## src/rtl/vram_arbiter_pkg.sv

```systemverilog
// Shared types and constants for the VRAM arbiter slice.
package vram_arbiter_pkg;

    localparam int unsigned ADDR_W = 16;
    localparam int unsigned DATA_W = 8;

    localparam logic [ADDR_W-1:0] DISP_BASE_DEFAULT = 16'h7800;

    typedef enum logic [1:0] {
        IDLE = 2'd0,
        DISP = 2'd1,
        CPU  = 2'd2
    } state_e;

    // Tile map address: base plus the 10-bit tile index, wrapping at 2^ADDR_W.
    function automatic logic [ADDR_W-1:0] tile_addr(input logic [ADDR_W-1:0] base,
                                                    input logic [9:0]        offset);
        return base + {{(ADDR_W-10){1'b0}}, offset};
    endfunction

endpackage

```

## src/rtl/vram_slot_decode.sv

```systemverilog
// Display slot decoder: flags cycles reserved for a tile map fetch.
module vram_slot_decode
    import vram_arbiter_pkg::*;
#(
    parameter logic [1:0] DISP_SLOT_MASK = 2'b11
) (
    input  logic [8:0] hpos,
    input  logic [8:0] vpos,
    input  logic       display_on,
    output logic       disp_slot
);

    // Row position plays no part in slot timing; only the column phase matters.
    logic [8:0] unused_vpos;
    assign unused_vpos = vpos;

    // A slot is any visible cycle whose masked column phase is zero.
    always_comb begin
        disp_slot = display_on && ((hpos[1:0] & DISP_SLOT_MASK) == 2'b00);
    end

endmodule

```

## src/rtl/vram_arbiter.sv

```systemverilog
// VRAM arbiter: single-port RAM shared between display fetch and CPU.
// Optional build macro VRAM_ARB_BLANK_ONLY_EN restricts CPU grants to blanking.
module vram_arbiter
    import vram_arbiter_pkg::*;
#(
    parameter logic [ADDR_W-1:0] DISP_BASE      = DISP_BASE_DEFAULT,
    parameter logic [1:0]        DISP_SLOT_MASK = 2'b11
) (
    input  logic              clk,
    input  logic              reset,
    input  logic [8:0]        hpos,
    input  logic [8:0]        vpos,
    input  logic              display_on,
    input  logic              cpu_req,
    input  logic              cpu_we,
    input  logic [ADDR_W-1:0] cpu_addr,
    input  logic [DATA_W-1:0] cpu_wdata,
    output logic              cpu_ack,
    output logic [DATA_W-1:0] cpu_rdata,
    output logic [ADDR_W-1:0] vram_addr,
    output logic              vram_we,
    output logic [DATA_W-1:0] vram_wdata,
    input  logic [DATA_W-1:0] vram_rdata,
    output logic [DATA_W-1:0] disp_data,
    output logic              disp_valid
);

    state_e              state_q, state_d;
    logic [ADDR_W-1:0]   vram_addr_q, vram_addr_d;
    logic                vram_we_q, vram_we_d;
    logic [DATA_W-1:0]   vram_wdata_q, vram_wdata_d;
    logic                cpu_ack_q, cpu_ack_d;
    logic                cpu_rd_q, cpu_rd_d;
    logic                disp_valid_q, disp_valid_d;
    logic [DATA_W-1:0]   disp_data_q, disp_data_d;
    logic [DATA_W-1:0]   cpu_rdata_q, cpu_rdata_d;
    logic                disp_slot;
    logic                cpu_free;
    logic                cpu_grant;
    logic [9:0]          tile_offset;

    vram_slot_decode #(
        .DISP_SLOT_MASK(DISP_SLOT_MASK)
    ) u_slot_decode (
        .hpos      (hpos),
        .vpos      (vpos),
        .display_on(display_on),
        .disp_slot (disp_slot)
    );

    // CPU is eligible unless its access cycle or its ack cycle is in progress.
    always_comb begin
        tile_offset = {vpos[7:3], hpos[7:3]};
        cpu_free    = cpu_req && (state_q != CPU) && !cpu_ack_q;
`ifdef VRAM_ARB_BLANK_ONLY_EN
        cpu_grant   = cpu_free && !display_on;
`else
        cpu_grant   = cpu_free;
`endif
    end

    // Next state with the RAM bus registered alongside it; display wins ties.
    always_comb begin
        state_d      = IDLE;
        vram_addr_d  = vram_addr_q;
        vram_we_d    = 1'b0;
        vram_wdata_d = vram_wdata_q;
        cpu_rd_d     = cpu_rd_q;
        cpu_ack_d    = (state_q == CPU);
        disp_valid_d = (state_q == DISP);
        if (disp_slot) begin
            state_d     = DISP;
            vram_addr_d = tile_addr(DISP_BASE, tile_offset);
        end else if (cpu_grant) begin
            state_d      = CPU;
            vram_addr_d  = cpu_addr;
            vram_we_d    = cpu_we;
            vram_wdata_d = cpu_wdata;
            cpu_rd_d     = !cpu_we;
        end
    end

    // RAM data is forwarded live in the completion cycle and held afterwards.
    always_comb begin
        disp_data_d = disp_valid_q ? vram_rdata : disp_data_q;
        cpu_rdata_d = (cpu_ack_q && cpu_rd_q) ? vram_rdata : cpu_rdata_q;
    end

    // State and output registers; reset drops any access in flight.
    always_ff @(posedge clk) begin
        if (reset) begin
            state_q      <= IDLE;
            vram_addr_q  <= '0;
            vram_we_q    <= 1'b0;
            vram_wdata_q <= '0;
            cpu_ack_q    <= 1'b0;
            cpu_rd_q     <= 1'b0;
            disp_valid_q <= 1'b0;
            disp_data_q  <= '0;
            cpu_rdata_q  <= '0;
        end else begin
            state_q      <= state_d;
            vram_addr_q  <= vram_addr_d;
            vram_we_q    <= vram_we_d;
            vram_wdata_q <= vram_wdata_d;
            cpu_ack_q    <= cpu_ack_d;
            cpu_rd_q     <= cpu_rd_d;
            disp_valid_q <= disp_valid_d;
            disp_data_q  <= disp_data_d;
            cpu_rdata_q  <= cpu_rdata_d;
        end
    end

    assign vram_addr  = vram_addr_q;
    assign vram_we    = vram_we_q;
    assign vram_wdata = vram_wdata_q;
    assign cpu_ack    = cpu_ack_q;
    assign disp_valid = disp_valid_q;
    assign disp_data  = disp_data_d;
    assign cpu_rdata  = cpu_rdata_d;

endmodule

```

## config.mk

```make
export PLATFORM = sky130hd
export DESIGN_NAME = vram_arbiter
export DESIGN_NICKNAME = d
export VERILOG_FILES = /design/src/rtl/vram_arbiter_pkg.sv /design/src/rtl/vram_slot_decode.sv /design/src/rtl/vram_arbiter.sv
export SDC_FILE = /design/constraint.sdc
export NUM_CORES = 1
export LEC_CHECK = 0
export ABC_AREA = 1
export BUFFER_PORTS_ARGS = -buffer_cell sky130_fd_sc_hd__buf_4
export CAP_MARGIN = 40
export CORE_UTILIZATION = 33
export DETAILED_ROUTE_END_ITERATION = 8
export SLEW_MARGIN = 20
export SYNTH_ARGS = -nofsm -noshare
export SYNTH_HDL_FRONTEND = slang
export SYNTH_SLANG_ARGS = --single-unit
```

## constraint.sdc

```tcl
create_clock -name clk -period 1.2 [get_ports clk]
set_input_delay 0.3 -clock clk [delete_from_list [all_inputs] [get_ports clk]]
set_output_delay 0.3 -clock clk [all_outputs]
set_load 0.05 [all_outputs]
```

Word level (Yosys, flattened, before mapping)
Index checks and enable logic that the tools add are counted.
W data, S select, Z words.
{ "classes": {"addsub": 1, "eq_ne": 3, "mux": 6, "bitwise_logic": 2, "reduce_logical": 11} }
{ "ops": {"columns": ["op", "count"], "rows": [
  ["$mux W16", 2],
  ["$add A15 B10 Y16 const A", 1],
  ["$mux W8", 2],
  ["$logic_and A1 B1 Y1", 4],
  ["$reduce_or A3 Y1", 1],
  ["$eq A2 B1 Y1 const B", 1],
  ["$eq A2 B2 Y1 const B", 1],
  ["$logic_not A1 Y1", 2],
  ["$logic_not A2 Y1", 1],
  ["$mux W2", 1],
  ["$ne A2 B2 Y1 const B", 1],
  ["$not A1 Y1", 2],
  ["$reduce_and A2 Y1", 1],
  ["$reduce_bool A2 Y1", 1],
  ["$reduce_or A2 Y1", 1],
  ["$mux W1", 1]
]} }
{ "word_totals": {"reg_bits": 46, "in_bits": 55, "wordCells": 33} }

Longest topological paths before layout
{ "logic_depth": {"word_depth": 5, "ltp_mapped": 7, "depth_no_buf": 6} }

Modules after synthesis
From an unflattened synthesis, not the netlist that was laid out.
{ "unflattened": {"cells_unflattened": 304, "area_unflattened_um2": 2014.4} }
{ "modules_own_cells": {"columns": ["mod", "instances", "cells_per_inst", "area_per_inst_um2", "seq_area_each_um2"], "rows": [
  ["vram_arbiter", 1, 301, 2000.7, 920.9],
  ["vram_slot_decode", 1, 3, 13.8, 0.0]
]} }

Least setup slack after synthesis
Ideal clock, no wire load.
{ "synth_timing": {"kind": "register to output", "startpoint": "reg cpu_ack_q (netlist: cpu_ack)", "endpoint": "out cpu_rdata[5]", "arrival_ns": 1.535, "required_ns": 0.900, "slack_ns": -0.635, "stages_incl_launch_ff": 6, "n_path_buf": 1, "cell_sequence": "dfxtp_1 nand2_1 buf_2 nand2_1 o21ai_1 inv_1"} }
{ "synth_between": {"elab_chain_cells": 2} }
{ "synth_lines": {"columns": ["element", "line_no", "source"], "rows": [
  ["start: declaration", "vram_arbiter.sv:32", "logic cpu_ack_q, cpu_ack_d;"],
  ["start signal: assignment", "vram_arbiter.sv:106", "cpu_ack_q <= cpu_ack_d;"],
  ["$logic_and A1 B1 Y1", "vram_arbiter.sv:86", "cpu_rdata_d = (cpu_ack_q && cpu_rd_q) ? vram_rdata : cpu_rdata_q;"],
  ["$mux W8", "vram_arbiter.sv:86", null],
  ["end: declaration", "vram_arbiter.sv:19", "output logic [DATA_W-1:0] cpu_rdata,"]
]} }
Every way passes these cells.

Worst setup path in the final report
{ "layout_timing": {"startpoint": "reg cpu_rd_q", "endpoint": "out cpu_rdata[1]"} }
{ "layout_between": {"elab_chain_cells": 2} }
{ "layout_lines": {"columns": ["element", "line_no", "source"], "rows": [
  ["start: declaration", "vram_arbiter.sv:33", "logic cpu_rd_q, cpu_rd_d;"],
  ["start signal: assignment", "vram_arbiter.sv:107", "cpu_rd_q <= cpu_rd_d;"],
  ["$logic_and A1 B1 Y1", "vram_arbiter.sv:86", null],
  ["$mux W8", "vram_arbiter.sv:86", null]
]} }
Every way passes these cells.

==> results.py <==
metrics = {
    "outcome": {
        "status": "finished with violations",
        "violations": "negative setup slack",
    },
    "critical_path": {
        "worstPathRequired_ps": 900,
        "path_max_fanout": 8,
        "cp_data_arrival_time_ps": 1240,
        "crit_path_top_delay_cell": "dfxtp_4",
        "cp_slowest_stage_delay_ps": 440,
        "crit_type": "reg -> out",
        "crit_path_end_kind": "primary output",
        "path_cells": "nand2_8 > o21ai_4 > inv_4 > buf_6",
        "start_kind": "flop",
    },
    "clock_network": {
        "tritoncts": "done",
        "insertion_delay_ps": 300,
        "cts_max_level": 2,
        "cts_hold_buf": 0,
        "clk_pin_slew_ps": 90,
        "clockRootBuffer": "clkbuf_8",
        "cts_buffers": 5,
        "cts.sinks": 46,
        "clock_path_buffers": 2,
    },
    "placed_design": {
        "place.gp.congestion": 0.743,
        "io_buffers": 91,
        "dp_slack_ps": -205,
        "hpwlAfterDp_um": 3890,
        "dp.cells": 480,
    },
    "sta": {
        "rsz0062_at_grt": "true",
        "setup_viol": 45,
        "clock_skew_ps": 13.6,
        "max_slew.worst_pin.slew_ps": 241,
        "hold_viol_final": 0,
        "fin_ws_ps": -337,
        "fin_crit_ps": 1540,
        "period_share_pct": 128,
        "max_freq_mhz": 651,
        "slew_headroom_pct": 83.9,
        "slew_violations": 0,
    },
    "drt": {
        "drc": 0,
        "viasPerCell": 4.42,
        "vias": 2239,
        "wl_um": 6370,
        "post_drt_wl_per_cell_um": 12.6,
        "antenna_left": 0,
        "first_pass_iters": 4,
        "drt_iter0_drc": 50,
    },
    "finish": {
        "final_cell_mix": "93 x buf_4, 50 x inv_1, 43 x nor2_1, 43 x dfxtp_1, 36 x nand2_1",
        "fin_util_pct": 66.2,
        "fin_cells": 507,
        "antenna_cells": 0,
        "final_common_cell": "buf_4",
        "fin_nets": 486,
        "area_growth_pct": 90.3,
        "drive_above_1_share_pct": 51.4,
    },
    "grt": {
        "grt_max_degree": 22,
        "grt_pass1_wl_um": 9690,
        "grt_usage_pct": 19.2,
        "grt.overflow.total": 0,
        "grt_pass1_vias": 2106,
        "antenna_found_initial": 0,
    },
    "hold_path": {
        "hp-class": "in -> reg",
    },
    "logic_synthesis": {
        "synth_area_per_cell_um2": 6.68,
        "ys_warn_count": 0,
        "syn-num-nets": 367,
        "ys_seq_area_share_pct": 44.2,
        "ys_ff_latch": 46,
        "syn_inst": 312,
        "synth_cell_types": 21,
        "syn_area_mm2": 0.00208,
    },
    "floorplanning": {
        "die_area_mm2": 0.00663,
        "initial_utilization_pct": 34.8,
        "io_pins": 98,
        "dieHeight_um": 81.5,
        "num_rows": 28,
        "coreArea_mm2": 0.00599,
        "die_w_um": 81.5,
    },
    "power_and_ir_drop": {
        "p_sw_share_pct": 31.9,
        "p_leak_nw": 1.99,
        "peakVddDrop_mv": 0.848,
        "clkPwrFrac_pct": 29.4,
        "p_per_area_mw_per_mm2": 1020,
        "power.switching_w": 0.00130,
        "p_seq_share_pct": 41.2,
        "intPower_w": 0.00276,
        "power_frac_comb_pct": 29.3,
    },
    "flow_run": {
        "drv_cap": 0,
    },
}
==> cells by family (layout without fill, tap and decap cells) <==
family / count (synthesis) / in the layout / share of synthesized area, %
DFF: 46 / 46 / 44.2
and+or+nand+nor: 174 / 176 / 36.2
AOI/OAI and AO/OA: 16 / 16 / 3.84
buffers and inverters: 76 / 194 / 15.8
==> cell usage after synthesis <==
master | number | area (µm²)
nand3b_1 | 4 | 30.0
nor2_2 | 3 | 18.8
nand2_4 | 2 | 22.5
a21oi_1 | 8 | 40.0
nor3_1 | 1 | 5.00
buf_6 | 4 | 45.0
nor2_1 | 56 | 210
nand2_1 | 71 | 267
nand3_1 | 32 | 160
nor2_4 | 1 | 11.3
buf_2 | 5 | 25.0
o21ai_1 | 8 | 40.0
nand4_1 | 2 | 12.5
dfxtp_1 | 46 | 921
buf_4 | 2 | 15.0
inv_2 | 2 | 7.51
clkbuf_1 | 2 | 7.51
nor3_2 | 1 | 10.0
inv_1 | 60 | 225
nand2_2 | 1 | 6.26
buf_1 | 1 | 3.75
==> flip-flops by register name (all words and copies together) (netlist names) <==
signal,count
cpu_rd_q,1
cpu_rdata_q,8
cpu_ack,1
disp_data_q,8
state_q,2
vram_addr,16
vram_we,1
disp_valid,1
vram_wdata,8
==> area by class of cell <==
class	count	area, µm²
fill	526	2030
multi-input combinational	192	1410
timing repair buffer	124	1130
sequential	46	932
inverter	62	279
tap	75	93.8
clock buffer	7	86.3
clock inverter	1	30.0
==> per-stage QoR <==
step / hold slack, ps / TNS, ps / instance area, µm² / power (W)
floorplan: 367 / -485 / 2310 / 0.00233
global placement: 420 / -1500 / 3090 / 0.00268
detailed placement: 424 / -1910 / 3090 / 0.00269
CTS: 210 / -6930 / 3650 / 0.00400
global route: 211 / -11840 / 3970 / 0.00426
finish: 227 / -9870 / 3970 / 0.00406
==> power by group through the flow <==
stage                     sequential [W]  combinational (W)  clock [W]
after floorplan                  0.00197           0.000363          0
after global placement           0.00170           0.000984          0
after detailed placement         0.00170           0.000991          0
after CTS                        0.00167            0.00110    0.00123
after global routing             0.00169            0.00127    0.00130
final                            0.00168            0.00119    0.00119
==> path summary, 6_finish.rpt <==
kind,startpoint,end,slack [ps],cells past startpoint
worst max-delay path,cpu_rd_q,cpu_rdata[1],-340,4
worst min-delay path,cpu_addr[11],vram_addr[11],230,3
worst max register to register,cpu_ack,vram_addr[8],-210,9
worst min register to register,state_q[1],disp_valid,440,1
==> layer usage <==
metal / wire [µm] / GRT usage [%] / part of all wire (%)
met1: 2590 / 22.3 / 41
met2: 3300 / 33.2 / 52
met3: 441 / 7.22 / 6.9
met4: 43 / 4.46 / 0.67
met5: 0 / 0 / 0
==> critical path: cells and delay by family (launching register included) <==
family | cells | cell delay, ps
buffers and inverters | 2 | 180
AO/OA/AOI/OAI | 1 | 190
AND/OR/NAND/NOR | 1 | 130
flip-flops | 1 | 440
==> timing repair <==
item                                    4_1_cts  5_1_grt
gates resized for setup                      86       51
endpoints found under the setup margin       40       46
cloned                                        3        1
buffers inserted                             11        4
pin swaps                                    17       15
(Power assumes the default switching activity.)
